--- src/rtl/stack_ptr_10bit.sv ---
// ---------------------------------------------------------------------------
// stack_ptr_10bit
// Stack-pointer unit for a byte-addressed, word-aligned, downward-growing
// data stack. Produces push write address / pop read address strobes,
// keeps depth/full/empty status and sticky overflow/underflow flags.
//
// Ports:
//   clk         system clock, rising edge
//   rst_n       asynchronous active-low reset
//   push, pop   word push / pop requests for this cycle
//   load_en     load SP from load_value (has priority over push/pop)
//   load_value  new SP value (bit 0 is ignored)
//   clr_err     clears overflow and underflow at the next edge
//   sp          registered stack pointer, points at top-of-stack word
//   wr_addr     combinational push write address
//   wr_en       combinational, push accepted this cycle
//   rd_addr     combinational pop read address (always equal to sp)
//   rd_en       combinational, pop accepted this cycle
//   depth       registered, (STACK_TOP - sp) / STEP
//   empty       registered, sp == STACK_TOP
//   full        registered, sp == STACK_LIMIT
//   overflow    sticky, push refused when full or load below STACK_LIMIT
//   underflow   sticky, pop refused when empty or load above STACK_TOP
// ---------------------------------------------------------------------------
module stack_ptr_10bit #(
  parameter int                ADDR_W      = 10,
  parameter logic [ADDR_W-1:0] STACK_TOP   = 10'h3FE,
  parameter logic [ADDR_W-1:0] STACK_LIMIT = 10'h200,
  parameter int                STEP        = 2
) (
  input  logic              clk,
  input  logic              rst_n,
  input  logic              push,
  input  logic              pop,
  input  logic              load_en,
  input  logic [ADDR_W-1:0] load_value,
  input  logic              clr_err,
  output logic [ADDR_W-1:0] sp,
  output logic [ADDR_W-1:0] wr_addr,
  output logic              wr_en,
  output logic [ADDR_W-1:0] rd_addr,
  output logic              rd_en,
  output logic [ADDR_W-2:0] depth,
  output logic              empty,
  output logic              full,
  output logic              overflow,
  output logic              underflow
);

  localparam logic [ADDR_W-1:0] STEP_V = ADDR_W'(STEP);

  logic [ADDR_W-1:0] load_v;
  logic [ADDR_W-1:0] sp_next;
  logic [ADDR_W-1:0] depth_diff;
  logic              wr_ok;
  logic              rd_ok;
  logic              set_ovf;
  logic              set_unf;

  // Word alignment: the load target always has bit 0 cleared.
  assign load_v     = load_value & ~ADDR_W'(1);
  assign depth_diff = STACK_TOP - sp_next;

  always_comb begin
    wr_ok   = 1'b0;
    rd_ok   = 1'b0;
    set_ovf = 1'b0;
    set_unf = 1'b0;
    sp_next = sp;
    wr_addr = sp - STEP_V;
    rd_addr = sp;

    if (load_en) begin
      if (load_v < STACK_LIMIT) begin
        set_ovf = 1'b1;
      end else if (load_v > STACK_TOP) begin
        set_unf = 1'b1;
      end else begin
        sp_next = load_v;
      end
    end else if (push && pop) begin
      if (!empty) begin
        // Replace top of stack in place; a full stack does not block this.
        wr_ok   = 1'b1;
        rd_ok   = 1'b1;
        wr_addr = sp;
      end else begin
        // Empty cannot also be full, so the push always fits here.
        wr_ok   = 1'b1;
        sp_next = sp - STEP_V;
        set_unf = 1'b1;
      end
    end else if (push) begin
      if (!full) begin
        wr_ok   = 1'b1;
        sp_next = sp - STEP_V;
      end else begin
        set_ovf = 1'b1;
      end
    end else if (pop) begin
      if (!empty) begin
        rd_ok   = 1'b1;
        sp_next = sp + STEP_V;
      end else begin
        set_unf = 1'b1;
      end
    end
  end

  // Strobes are forced low while reset is asserted so a request held
  // through reset never reaches memory.
  assign wr_en = wr_ok & rst_n;
  assign rd_en = rd_ok & rst_n;

  always_ff @(posedge clk or negedge rst_n) begin
    if (!rst_n) begin
      sp        <= STACK_TOP;
      depth     <= '0;
      empty     <= 1'b1;
      full      <= 1'b0;
      overflow  <= 1'b0;
      underflow <= 1'b0;
    end else begin
      sp        <= sp_next;
      depth     <= (ADDR_W-1)'(depth_diff / STEP_V);
      empty     <= (sp_next == STACK_TOP);
      full      <= (sp_next == STACK_LIMIT);
      // A fresh error wins over clr_err; the other flag still clears.
      overflow  <= set_ovf | (overflow  & ~clr_err);
      underflow <= set_unf | (underflow & ~clr_err);
    end
  end

endmodule
--- config.mk ---
export PLATFORM = sky130hd
export DESIGN_NAME = stack_ptr_10bit
export DESIGN_NICKNAME = d
export VERILOG_FILES = /design/src/rtl/stack_ptr_10bit.sv
export SDC_FILE = /design/constraint.sdc
export NUM_CORES = 1
export LEC_CHECK = 0
export CAP_MARGIN = 20
export CORE_AREA = 3 3 70 72
export CTS_CLUSTER_DIAMETER = 30
export CTS_CLUSTER_SIZE = 40
export DETAILED_ROUTE_END_ITERATION = 10
export DIE_AREA = 0 0 73 75
export GPL_ROUTABILITY_DRIVEN = 0
export PLACE_DENSITY = 0.81
export SLEW_MARGIN = 40
export SYNTH_ARGS = -nofsm -noshare
export SYNTH_HDL_FRONTEND = slang
export SYNTH_SLANG_ARGS = --single-unit
export TNS_END_PERCENT = 20
--- constraint.sdc ---
create_clock -name clk -period 2.9 [get_ports clk]
set_input_delay 0.29 -clock clk [delete_from_list [all_inputs] [get_ports clk]]
set_output_delay 0.29 -clock clk [all_outputs]
set_load 0.05 [all_outputs]
==> flow_summary.ini, run 1 <==
[synthesis]
syn_inst = 223
synth_ff_type = dfrtp_1
synth.most_common_cell = nand2_1
synth-edff-count = 0
syn_nets = 244
yosysSeqAreaShare_pct = 30.52
synth_common_cells = nand2_1 (21), nor2_1 (17), xnor2_1 (16)
yosysUniqueCellTypes = 54
yosysTopAreaCell = dfrtp_1
yosysTopAreaCellShare_pct = 16.88
synthesis.area_um2 = 1927
syn_avg_cell_area_um2 = 8.641
synth_async_sr_flop_share_pct = 100.0
yosys-top-cells-area = dfrtp_1 (17%), dfstp_2 (14%), xnor2_1 (7.3%)
synth_warnings = 0
synth-seq-cells = 23

[global_route]
grt_max_degree = 16
grt_pass1_wl_um = 8204
grt_use_total_pct = 19.14
gr-total-overflow = 0
first_global_vias = 1657
antenna_found_initial = 0

[setup_path]
cp.arrival_ns = 2.77
cp-end-kind = flip-flop
critical_path.startpoint_type = flip-flop
r2r-start = rd_addr[1]
crit_cells = 8
worstPathRequired_ns = 3.04
cpPeakStageDelay_ns = 0.54
critPathSlowestCell = dfstp_2
cp_top_family = simple AND/OR/NAND/NOR gates
path_buf_inv = 1
path_cells = buf_4 > ha_1 > nor4bb_1 > nor4_1 > o31ai_2 > nor3b_1 > nand4_1 > xor2_1
crit_fanout = 11
startpoint = rd_addr[1]
crit_type = flip-flop to flip-flop
reg2regPathDepth = 8

[sta]
worst_pin_slew_ns = 0.5223
period_share_pct = 90.51
drv_slew = 0
fin_skew_ns = 0.005159
relSlewSlack_pct = 65.07
tns_ns = 0
period_minus_slack_ns = 2.625
fmax_mhz = 381.0
rsz0062_at_grt = false
setup_viol = 0
final-hold-violation-count = 0

[floorplanning]
dieArea_um2 = 5475
pin_count = 61
die_w_um = 73
initial_core_util_pct = 44.25
row_count = 24
core_um2 = 4354
dieHeight_um = 75

[clocking]
root_buffer = clkbuf_8
clk_pin_slew_worst_paths_ns = 0.08
cts_hold_buf = 0
cts_tree = yes
clk_latency_ns = 0.27
numCtsBuffers = 3
htreeDepth = 1
cts.sink_count = 23
cts_setup_buffers = 0
ctsLongestPathBuffers = 2

[status]
status = complete, no violations

[route]
first_pass_iters = 4
ant_nets = 0
drt_wl_total_um = 5038
vias_per_cell = 5.697
drc_errors = 0
drt_iter0_drc = 175
wl_per_cell_um = 15.74
vias = 1823

[place]
dp_hpwl_um = 3765
portBuffers = 59

[pwr]
p_per_area_nw_per_um2 = 585.3
total_power_w = 0.001548
peakVddDrop_uv = 373.5
p_leak_nw = 1.032

[layout]
drive_gt1_share_pct = 17.54
area.growth.synth_to_final_pct = 37.27
fillers = 371
diodes = 0
final_nets = 290

[flow_run]
drv_cap = 0

[hold_path]
hp-class = input port to async pin
==> flip-flops by register name, summed over array words and instances (netlist names) <==
signal	cells
rd_addr	10
depth	9
empty	1
full	1
overflow	1
underflow	1
==> layout make-up <==
type	instances	area, µm²	area share (%)
clock buffers	3	41.29	1.561
clock inverters	1	7.507	0.2838
inverters	10	37.54	1.419
multi-input cells	162	1130	42.72
flip-flops and latches	23	588.1	22.23
well taps	52	65.06	2.460
repair buffers	69	775.7	29.33
==> final timing paths <==
path / endpoint / slack (ns)
max: depth[6] / 0.28
min in group clk: underflow / 0.54
max reg2reg: depth[6] / 0.28
max in group asynchronous: rd_addr[5] / 1.88
min: depth[2] / 0.36
min reg2reg: underflow / 0.54
==> through the flow <==
stage | area [µm²] | cells | hold WS (ns) | util [%] | setup WS (ns)
global route | 2645 | 320 | 0.3685 | 60.75 | 0.08925
detailed placement | 2591 | 316 | 0.5329 | 59.51 | 0.1226
finish | 2645 | 320 | 0.3613 | 60.75 | 0.2753
global placement | 2591 | 316 | 0.5244 | 59.51 | 0.1786
CTS | 2640 | 320 | 0.3538 | 60.63 | 0.1277
floorplan | 1927 | 223 | -0.005591 | - | 0.1014
==> per-layer routing <==
layer  wire length (µm)  GRT usage, %  part of all wire (%)
met1               2221         28.19                    44
met2               2332         29.79                    46
met3                464         4.005                   9.2
met4                 19         2.254                  0.38
met5                  0             0                     0
==> report_power, final <==
| part | internal, W | switching (W) | leakage, nW |
|---|---|---|---|
| logic | 0.000355 | 0.000557 | 0.746 |
| clock network | 0.0000972 | 0.000105 | 0.0217 |
| registers | 0.000377 | 0.0000570 | 0.264 |
| total | 0.000829 | 0.000719 | 1.03 |
==> cells in the final DEF (no fill, tap or decap), drive strengths merged, types with 3 or more instances in the layout <==
cell / n
xor2: 4
inv: 10
dfrtp: 13
nand3: 6
nand4: 5
a31o: 3
nor4: 4
nor2: 17
nand2: 21
and3: 4
a211o: 3
nor2b: 4
mux2i: 6
xnor2: 16
ha: 5
clkbuf: 3
and2: 3
nand2b: 5
nor3b: 5
nor3: 6
dfstp: 10
clkdlybuf4s50: 48
o21ai: 5
and4: 4
a21oi: 7
nor4bb: 3
buf: 21
==> repair_timing <==
| item | 4_1_cts | 5_1_grt |
|---|---|---|
| gates resized for setup | 0 | 1 |
| endpoints found under the hold margin | 0 | 0 |
| setup endpoints to repair | 0 | 2 |
==> logic make-up (layout without fill, tap and decap cells) <==
kind of cell	Yosys count	after routing	share of synthesized area, %
compound gates	34	34	12.86
xor+xnor	20	20	9.090
fa+ha+maj	5	5	3.247
buf+inv	38	83	11.10
flops	23	23	30.52
mux	7	7	3.701
simple gates	96	96	29.48
No activity file was read; power rests on OpenSTA's default activity.
==> inputs of run 2 (changes only) <==
- ABC_CLOCK_PERIOD_IN_PS: unset -> 3110
- CTS_CLUSTER_DIAMETER: 30 -> 40
- clock period: 2.9 -> 3.11 ns (I/O delays scaled with it)
==> run 2 against run 1 <==
Cell area fell by 1.7%. Sequential cell count did not move. Non-clock buffer count fell by 2. Sequential share of layout area rose by 0.39 points. Largest power group unchanged.
==> flow_summary.ini, run 2 (synthesized netlist as in run 1, its figures left out) <==
[setup_path]
cp-end-kind = flip-flop
worstPathRequired_ns = 3.29
path_cells = inv_1 > ha_1 > and4_1 > o31a_1 > o31ai_2 > nor3b_1 > nor3b_2 > xnor2_1
cp.arrival_ns = 2.96
path_buf_inv = 1
r2r-start = rd_addr[1]
crit_fanout = 12
critPathSlowestCell = dfstp_2
crit_type = flip-flop to flip-flop
cpPeakStageDelay_ns = 0.66
startpoint = rd_addr[1]
cp_top_family = simple AND/OR/NAND/NOR gates
critical_path.startpoint_type = flip-flop

[sta]
worst_pin_slew_ns = 0.5851
rsz0062_at_grt = false
relSlewSlack_pct = 60.87
setup_viol = 0
hold_ws_ns = 0.4112
period_share_pct = 89.12
fin_skew_ns = 0.009158
fmax_mhz = 360.8
tns_ns = 0
final-hold-violation-count = 0
period_minus_slack_ns = 2.772
drv_slew = 0

[global_route]
grt_pass1_wl_um = 8114
grt_use_total_pct = 18.63
first_global_vias = 1726
gr-total-overflow = 0
antenna_found_initial = 0
grt_max_degree = 16

[status]
status = complete, no violations

[pwr]
p_per_area_nw_per_um2 = 549.8
peakVddDrop_uv = 360.5
clkPwrFrac_pct = 13.1
switching_share_pct = 46.45
power_frac_seq_pct = 29.2
combPwrFrac_pct = 57.6
p_leak_nw = 1.015
switchingPower_w = 0.0006640
power.internal_w = 0.0007654

[clocking]
cts_tree = yes
root_buffer = clkbuf_8
cts-resized-gates = 0
ctsLongestPathBuffers = 2
clk_pin_slew_worst_paths_ns = 0.09
htreeDepth = 1
cts_setup_buffers = 0
cts.sink_count = 23
cts_hold_buf = 0
numCtsBuffers = 3
clk_latency_ns = 0.27

[floorplanning]
dieArea_um2 = 5475
pin_count = 61
dieHeight_um = 75
row_count = 24
initial_core_util_pct = 44.25
die_w_um = 73
core_um2 = 4354

[route]
wl_per_cell_um = 15.86
drt_wl_total_um = 5043
drt_iter0_drc = 155
vias = 1807
first_pass_iters = 4
drc_errors = 0
vias_per_cell = 5.682
ant_nets = 0

[layout]
diodes = 0
fillers = 374
final_nets = 288
most-common-layout-cells = clkdlybuf4s50_1 (48), nand2_1 (21), nor2_1 (17)
largest_register_ffs = 10
final_common_cell = clkdlybuf4s50_1
instances_no_fill = 318
area.growth.synth_to_final_pct = 34.93
drive_gt1_share_pct = 16.54

[flow_run]
drv_cap = 0

[hold_path]
hp-class = input port to async pin

[place]
place_inst = 314
portBuffers = 59
dp_hpwl_um = 3834
[run 2: cell count changes in the layout (fill, tap and decap cells not counted)]
cell / before / now
buf_12: 11 / 9
nor3b_1: 3 / 4
nor3b_2: 2 / 1
[run 2: power by group through the flow]
stage / logic (W) / clock network (W) / registers [W]
after global routing: 0.000864 / 0.000206 / 0.000426
after global placement: 0.000819 / 0 / 0.000420
after CTS: 0.000827 / 0.000191 / 0.000418
final: 0.000824 / 0.000188 / 0.000418
after detailed placement: 0.000826 / 0 / 0.000423
after floorplan: 0.000450 / 0 / 0.000512
[run 2: routing by layer]
metal | vias up | part of all wire, % | track usage, %
met5 | - | 0 | 0
met2 | 88 | 47 | 30.88
met3 | 10 | 9.0 | 4.005
li1 | 863 | - | -
met1 | 846 | 42 | 24.88
met4 | 0 | 2.0 | 4.508
[run 2: through the flow]
stage | worst slack, ns | cell area, µm² | utilization, % | total power (W)
2_1_floorplan | 0.2904 | 1927 | - | 0.0009618
3_3_place_gp | 0.3932 | 2551 | 58.59 | 0.001239
3_5_place_dp | 0.3871 | 2551 | 58.59 | 0.001248
4_1_cts | 0.3330 | 2600 | 59.71 | 0.001437
5_1_grt | 0.1132 | 2600 | 59.71 | 0.001496
6_report | 0.3383 | 2600 | 59.71 | 0.001429
[run 2: path summary, 6_finish.rpt]
| kind | end | slack, ns | cells after the start |
|---|---|---|---|
| min in group clk | underflow | 0.55 | 2 |
| worst max-delay path | depth[8] | 0.34 | 8 |
| worst max register to register | depth[8] | 0.34 | 8 |
| max in group asynchronous | empty | 2.03 | 2 |
| worst min-delay path | depth[5] | 0.41 | 1 |
| worst min register to register | underflow | 0.55 | 2 |
[run 2: cell type report]
class / count / area, µm² / share of cell area [%]
clock buffer: 3 / 41.29 / 1.588
clock inverter: 1 / 7.507 / 0.2887
inverter: 10 / 37.54 / 1.444
multi-input combinational: 162 / 1125 / 43.26
sequential: 23 / 588.1 / 22.62
tap: 52 / 65.06 / 2.502
timing repair buffer: 67 / 735.7 / 28.30
==> inputs of run 3 (changes only) <==
- CORE_AREA: 3 3 70 72 -> 2 2 69 71
- DIE_AREA: 0 0 73 75 -> 0 0 71 73
- SLEW_MARGIN: 40 -> unset
==> run 3 against run 2 <==
Count of clock-buffer cells in the layout did not move. Critical path type is now flip-flop to primary output. Largest power group unchanged. Sequential share of layout area fell by 0.065 points. Critical path depth fell by 1. Wire length fell by 1.9%. Setup slack got worse by 0.045 ns. Cell area rose by 0.29%. Sequential cell count did not move. First-iteration DRC count fell by 26%. Core utilization fell by 2.2 points.
==> flow_summary.ini, run 3 (synthesized netlist as in run 1, its figures left out) <==
[status]
status = complete, no violations

[clocking]
cts_hold_buf = 0
numCtsBuffers = 3
clk_pin_slew_worst_paths_ns = 0.08
cts.sink_count = 23
cts_tree = yes
htreeDepth = 1
clk_latency_ns = 0.26
ctsLongestPathBuffers = 2
cts-resized-gates = 0
cts_setup_buffers = 0
root_buffer = clkbuf_8

[global_route]
grt_use_total_pct = 19.44
antenna_found_initial = 0
first_global_vias = 1697
grt_pass1_wl_um = 8107
gr-total-overflow = 0
grt_max_degree = 26

[hold_path]
hp-class = input port to async pin

[setup_path]
ff2ff_setup_slack_ns = 0.38
r2r-start = rd_addr[1]
crit_type = flip-flop to primary output
cp.arrival_ns = 2.51
worstPathRequired_ns = 2.80
reg2regPathDepth = 8
reg2reg_to = depth[8]
startpoint = rd_addr[1]
cp-end-kind = primary output
critical_path.startpoint_type = flip-flop
critPathSlowestCell = nor3b_1
path_cells = inv_1 > ha_1 > nor3b_1 > and2_1 > nand3_1 > xnor2_1 > buf_12
cpPeakStageDelay_ns = 0.59
endpoint = wr_addr[9]
crit_fanout = 12

[floorplanning]
dieArea_um2 = 5183
dieHeight_um = 73
core_um2 = 4536
pin_count = 61
die_w_um = 71
initial_core_util_pct = 42.48
row_count = 25

[sta]
period_share_pct = 90.56
setup_viol = 0
fin_skew_ns = 0.002168
postLayoutSetupSlackWorst_ns = 0.2937
tns_ns = 0
relSlewSlack_pct = 54.42
fmax_mhz = 355.1
worst_pin_slew_ns = 0.6823
final-hold-violation-count = 0
drv_slew = 0
period_minus_slack_ns = 2.816
rsz0062_at_grt = false

[layout]
final_common_cell = clkdlybuf4s50_1
fin_area_um2 = 2608
area.growth.synth_to_final_pct = 35.32
most-common-layout-cells = clkdlybuf4s50_1 (48), nand2_1 (21), nor2_1 (17)
largest_register_ffs = 10
diodes = 0
instances_no_fill = 321
final_nets = 289
fin_util_pct = 57.49
drive_gt1_share_pct = 16.85

[route]
ant_nets = 0
drt_wl_total_um = 4945
first_pass_iters = 4
vias = 1827
vias_per_cell = 5.692
drc_errors = 0
drt_iter0_drc = 115
wl_per_cell_um = 15.40

[place]
place_inst = 317
dp_hpwl_um = 3724
placed_area_um2 = 2561
pre_cts_slack_ns = 0.3227
portBuffers = 59

[pwr]
p_leak_nw = 1.023
peakVddDrop_uv = 325.4
p_per_area_nw_per_um2 = 547.4

[flow_run]
drv_cap = 0
## run 3: cell types whose count changed in the layout (fill, tap and decap cells not counted), sizes merged
cell,before,now
clkinvlp,1,0
clkinv,0,1
buf,19,20
## run 3: power by group
group | internal [W] | leakage, nW | switching [W] | total [W]
clock | 0.0000893 | 0.0255 | 0.0000932 | 0.000182
combinational | 0.000324 | 0.733 | 0.000503 | 0.000828
sequential | 0.000352 | 0.264 | 0.0000653 | 0.000417
## run 3: final cells by class
type | instances | area [µm²]
clock inverters | 1 | 5.005
clock buffers | 3 | 41.29
multi-input cells | 162 | 1125
inverters | 10 | 37.54
well taps | 54 | 67.56
flip-flops and latches | 23 | 588.1
fillers | 388 | 1928
repair buffers | 68 | 743.2
## run 3: metal layers
layer / track usage (%) / vias up / share of wire (%)
met3: 2.901 / 10 / 6.3
met1: 25.97 / 879 / 43
met2: 32.40 / 74 / 49
li1: - / 864 / -
met5: 0 / - / 0
met4: 6.499 / 0 / 1.7
## run 3: how the worst min path moves through the flow
stage               startpoint        end  slack, ns  depth (start not counted)
floorplan                rst_n   depth[0]       0.02                          0
global placement     underflow  underflow       0.52                          2
detailed placement   underflow  underflow       0.53                          2
CTS                      rst_n   overflow       0.42                          2
global route             rst_n   overflow       0.42                          2
finish                   rst_n   overflow       0.40                          2
## run 3: critical path: cells and delay by family, from the launching register on
kind,cells,cell delay [ns]
flip-flops,1,0.44
buffers and inverters,2,0.33
adder cells (fa/ha/maj),1,0.23
AND/OR/NAND/NOR,3,0.98
XOR/XNOR,1,0.26
## run 3: through the flow
stage | hold slack [ns] | total power, W
finish | 0.3983 | 0.001427
global placement | 0.5211 | 0.001241
floorplan | 0.01541 | 0.0009618
detailed placement | 0.5344 | 0.001249
CTS | 0.4156 | 0.001430
global route | 0.4233 | 0.001492
==> RTL edit: new RTL, flow settings as in run 1 <==
The parameter `ADDR_W` goes from 10 to 12.
--- a/src/rtl/stack_ptr_10bit.sv
+++ b/src/rtl/stack_ptr_10bit.sv
@@ -24,5 +24,5 @@
 // ---------------------------------------------------------------------------
 module stack_ptr_10bit #(
-  parameter int                ADDR_W      = 10,
+  parameter int                ADDR_W      = 12,
   parameter logic [ADDR_W-1:0] STACK_TOP   = 10'h3FE,
   parameter logic [ADDR_W-1:0] STACK_LIMIT = 10'h200,
Interface: changed (5 resized); port bits go from 61 to 71. No check against the original RTL was run, so the function may have changed too.
==> RTL edit against run 1 <==
Total power up 48%; critical path type unchanged; routed wire length increased by 26%; highest routed layer unchanged; count of clock-buffer cells in the layout stayed put; sequential cell count is 4 higher; area after synthesis up 13%; cell area is 23% higher; worst setup slack worse by 0.12 ns.
==> RTL edit: results (changes against run 1) <==
- Run status: completed (unchanged)
- Clock slew at reported path FFs: 0.11 ns (was 0.08 ns)
- Number of distinct library cells after synthesis: 57 (was 54)
- Seq power: 0.592 mW (was 0.434 mW)
- Arithmetic-cell share of the synthesized area counting full adders, half adders and majority gates: 2.87% (was 3.25%)
- Number of vias per cell: 5.85 (was 5.70)
- Multi-input combinational area share: 40.6% (was 42.7%)
- Maximum clock skew at final layout: 0.00952 ns (was 0.00516 ns)
- Global Route met2 Usage: 40.7% (was 29.8%)
- Portion of the post-synthesis area used by sequential elements: 31.5% (was 30.5%)
- Logic pwr share: 64.1% (was 58.9%)
- Clock buffer count from CTS: 3 (unchanged)
- Post-detail-place hpwl: 4790 um (was 3770 um)
- Skew-Pair Late Insertion Delay: 0.29 ns (was 0.27 ns)
- Fraction of cell area in non-clock buffers: 33.2% (was 29.3%)
- Tightest Pin Transition: 0.530 ns (was 0.522 ns)
- Compound-cell area share of the yosys netlist: 15.6% (was 12.9%)
- First-pass GRT wire length: 10500 um (was 8200 um)
- FF-to-FF setup slack: 0.16 ns (was 0.28 ns)
- Number of optimization iterations in the first detailed-route pass: 5 (was 4)
- Share of cells above drive strength 1: 22.6% (was 17.5%)
- End point of the critical path: depth[10]$_DFF_PN0_ (was depth[6]$_DFF_PN0_)
- Mux share of post-synthesis cell area: 2.41% (was 3.70%)
- Diode insertion count for antenna repair: 0 (unchanged)
- Number of buffers inserted by port buffering: 69 (was 59)
- Total number of clock tree sinks: 27 (was 23)
- Routed len/inst: 16.2 um (was 15.7 um)
- Synthesized netlist net count: 284 (was 244)
- Global routing met1 resource utilization: 31.3% (was 28.2%)
- Top area cells in the synthesized netlist: sky130_fd_sc_hd__dfrtp_1, sky130_fd_sc_hd__dfstp_2, sky130_fd_sc_hd__xnor2_1 (unchanged)
- WP data arrival: 2.95 ns (was 2.77 ns)
- Most common library cells after synthesis: sky130_fd_sc_hd__nand2_1, sky130_fd_sc_hd__nor2_1, sky130_fd_sc_hd__dfrtp_1 (was sky130_fd_sc_hd__nand2_1, sky130_fd_sc_hd__nor2_1, sky130_fd_sc_hd__xnor2_1)
- Fill cell total of the finished layout: 327 (was 371)
- Post-synthesis xor/xnor area fraction: 9.23% (was 9.09%)
- Flip-flop count of the largest register after layout: 12 (was 10)
- Detailed route wirelength on metal3: 573 um (was 464 um)
- Crit path largest cell delay: 0.67 ns (was 0.54 ns)
- Peak supply drop: 541 uV (was 374 uV)
- Leak pwr: 1.31 nW (was 1.03 nW)
- Sequential cell area share: 21.2% (was 22.2%)
- Via count of the first global-routing pass: 2248 (was 1657)
- Count of multi-input combinational gates: 193 (was 162)
- Total Nets Final: 364 (was 290)
- Final clock-cell share: 1.50% (was 1.84%)
- Routed met2 length: 3010 um (was 2330 um)
- Non-clock inverter count: 13 (was 10)
- Worst r2r path cells: 9 (was 8)
- Count of routing violations after the opening detailed-route iteration: 228 (was 175)
- Switching share of power: 49.3% (was 46.5%)
- Maximum net fanout on the critical path: 12 (was 11)
==> RTL edit: repair_timing <==
| item | in CTS | in global routing |
|---|---|---|
| setup endpoints to repair | 0 | 4 |
| setup buffers | 0 | 2 |
| gates resized for setup | 0 | 3 |
| hold buffers | 0 | 0 |
==> RTL edit: worst max-delay path: cells and delay by family (launching register included) <==
kind | cells | cell delay [ns]
AOI/OAI and AO/OA | 2 | 0.59
xor gates and xnor gates | 1 | 0.15
adders and majority gates | 1 | 0.18
buffers and inverters | 1 | 0.21
DFF | 1 | 0.67
and+or+nand+nor | 4 | 0.85
==> RTL edit: stage by stage <==
stage	cell area, um^2	worst slack [ns]	hold slack [ns]	instances
detailed placement	3160	-0.0530	0.510	386
floorplan	2200	-0.107	-0.00559	261
finish	3240	0.158	0.526	392
global route	3240	-0.00441	0.555	392
CTS	3200	0.0419	0.535	390
global placement	3160	-0.0171	0.496	386
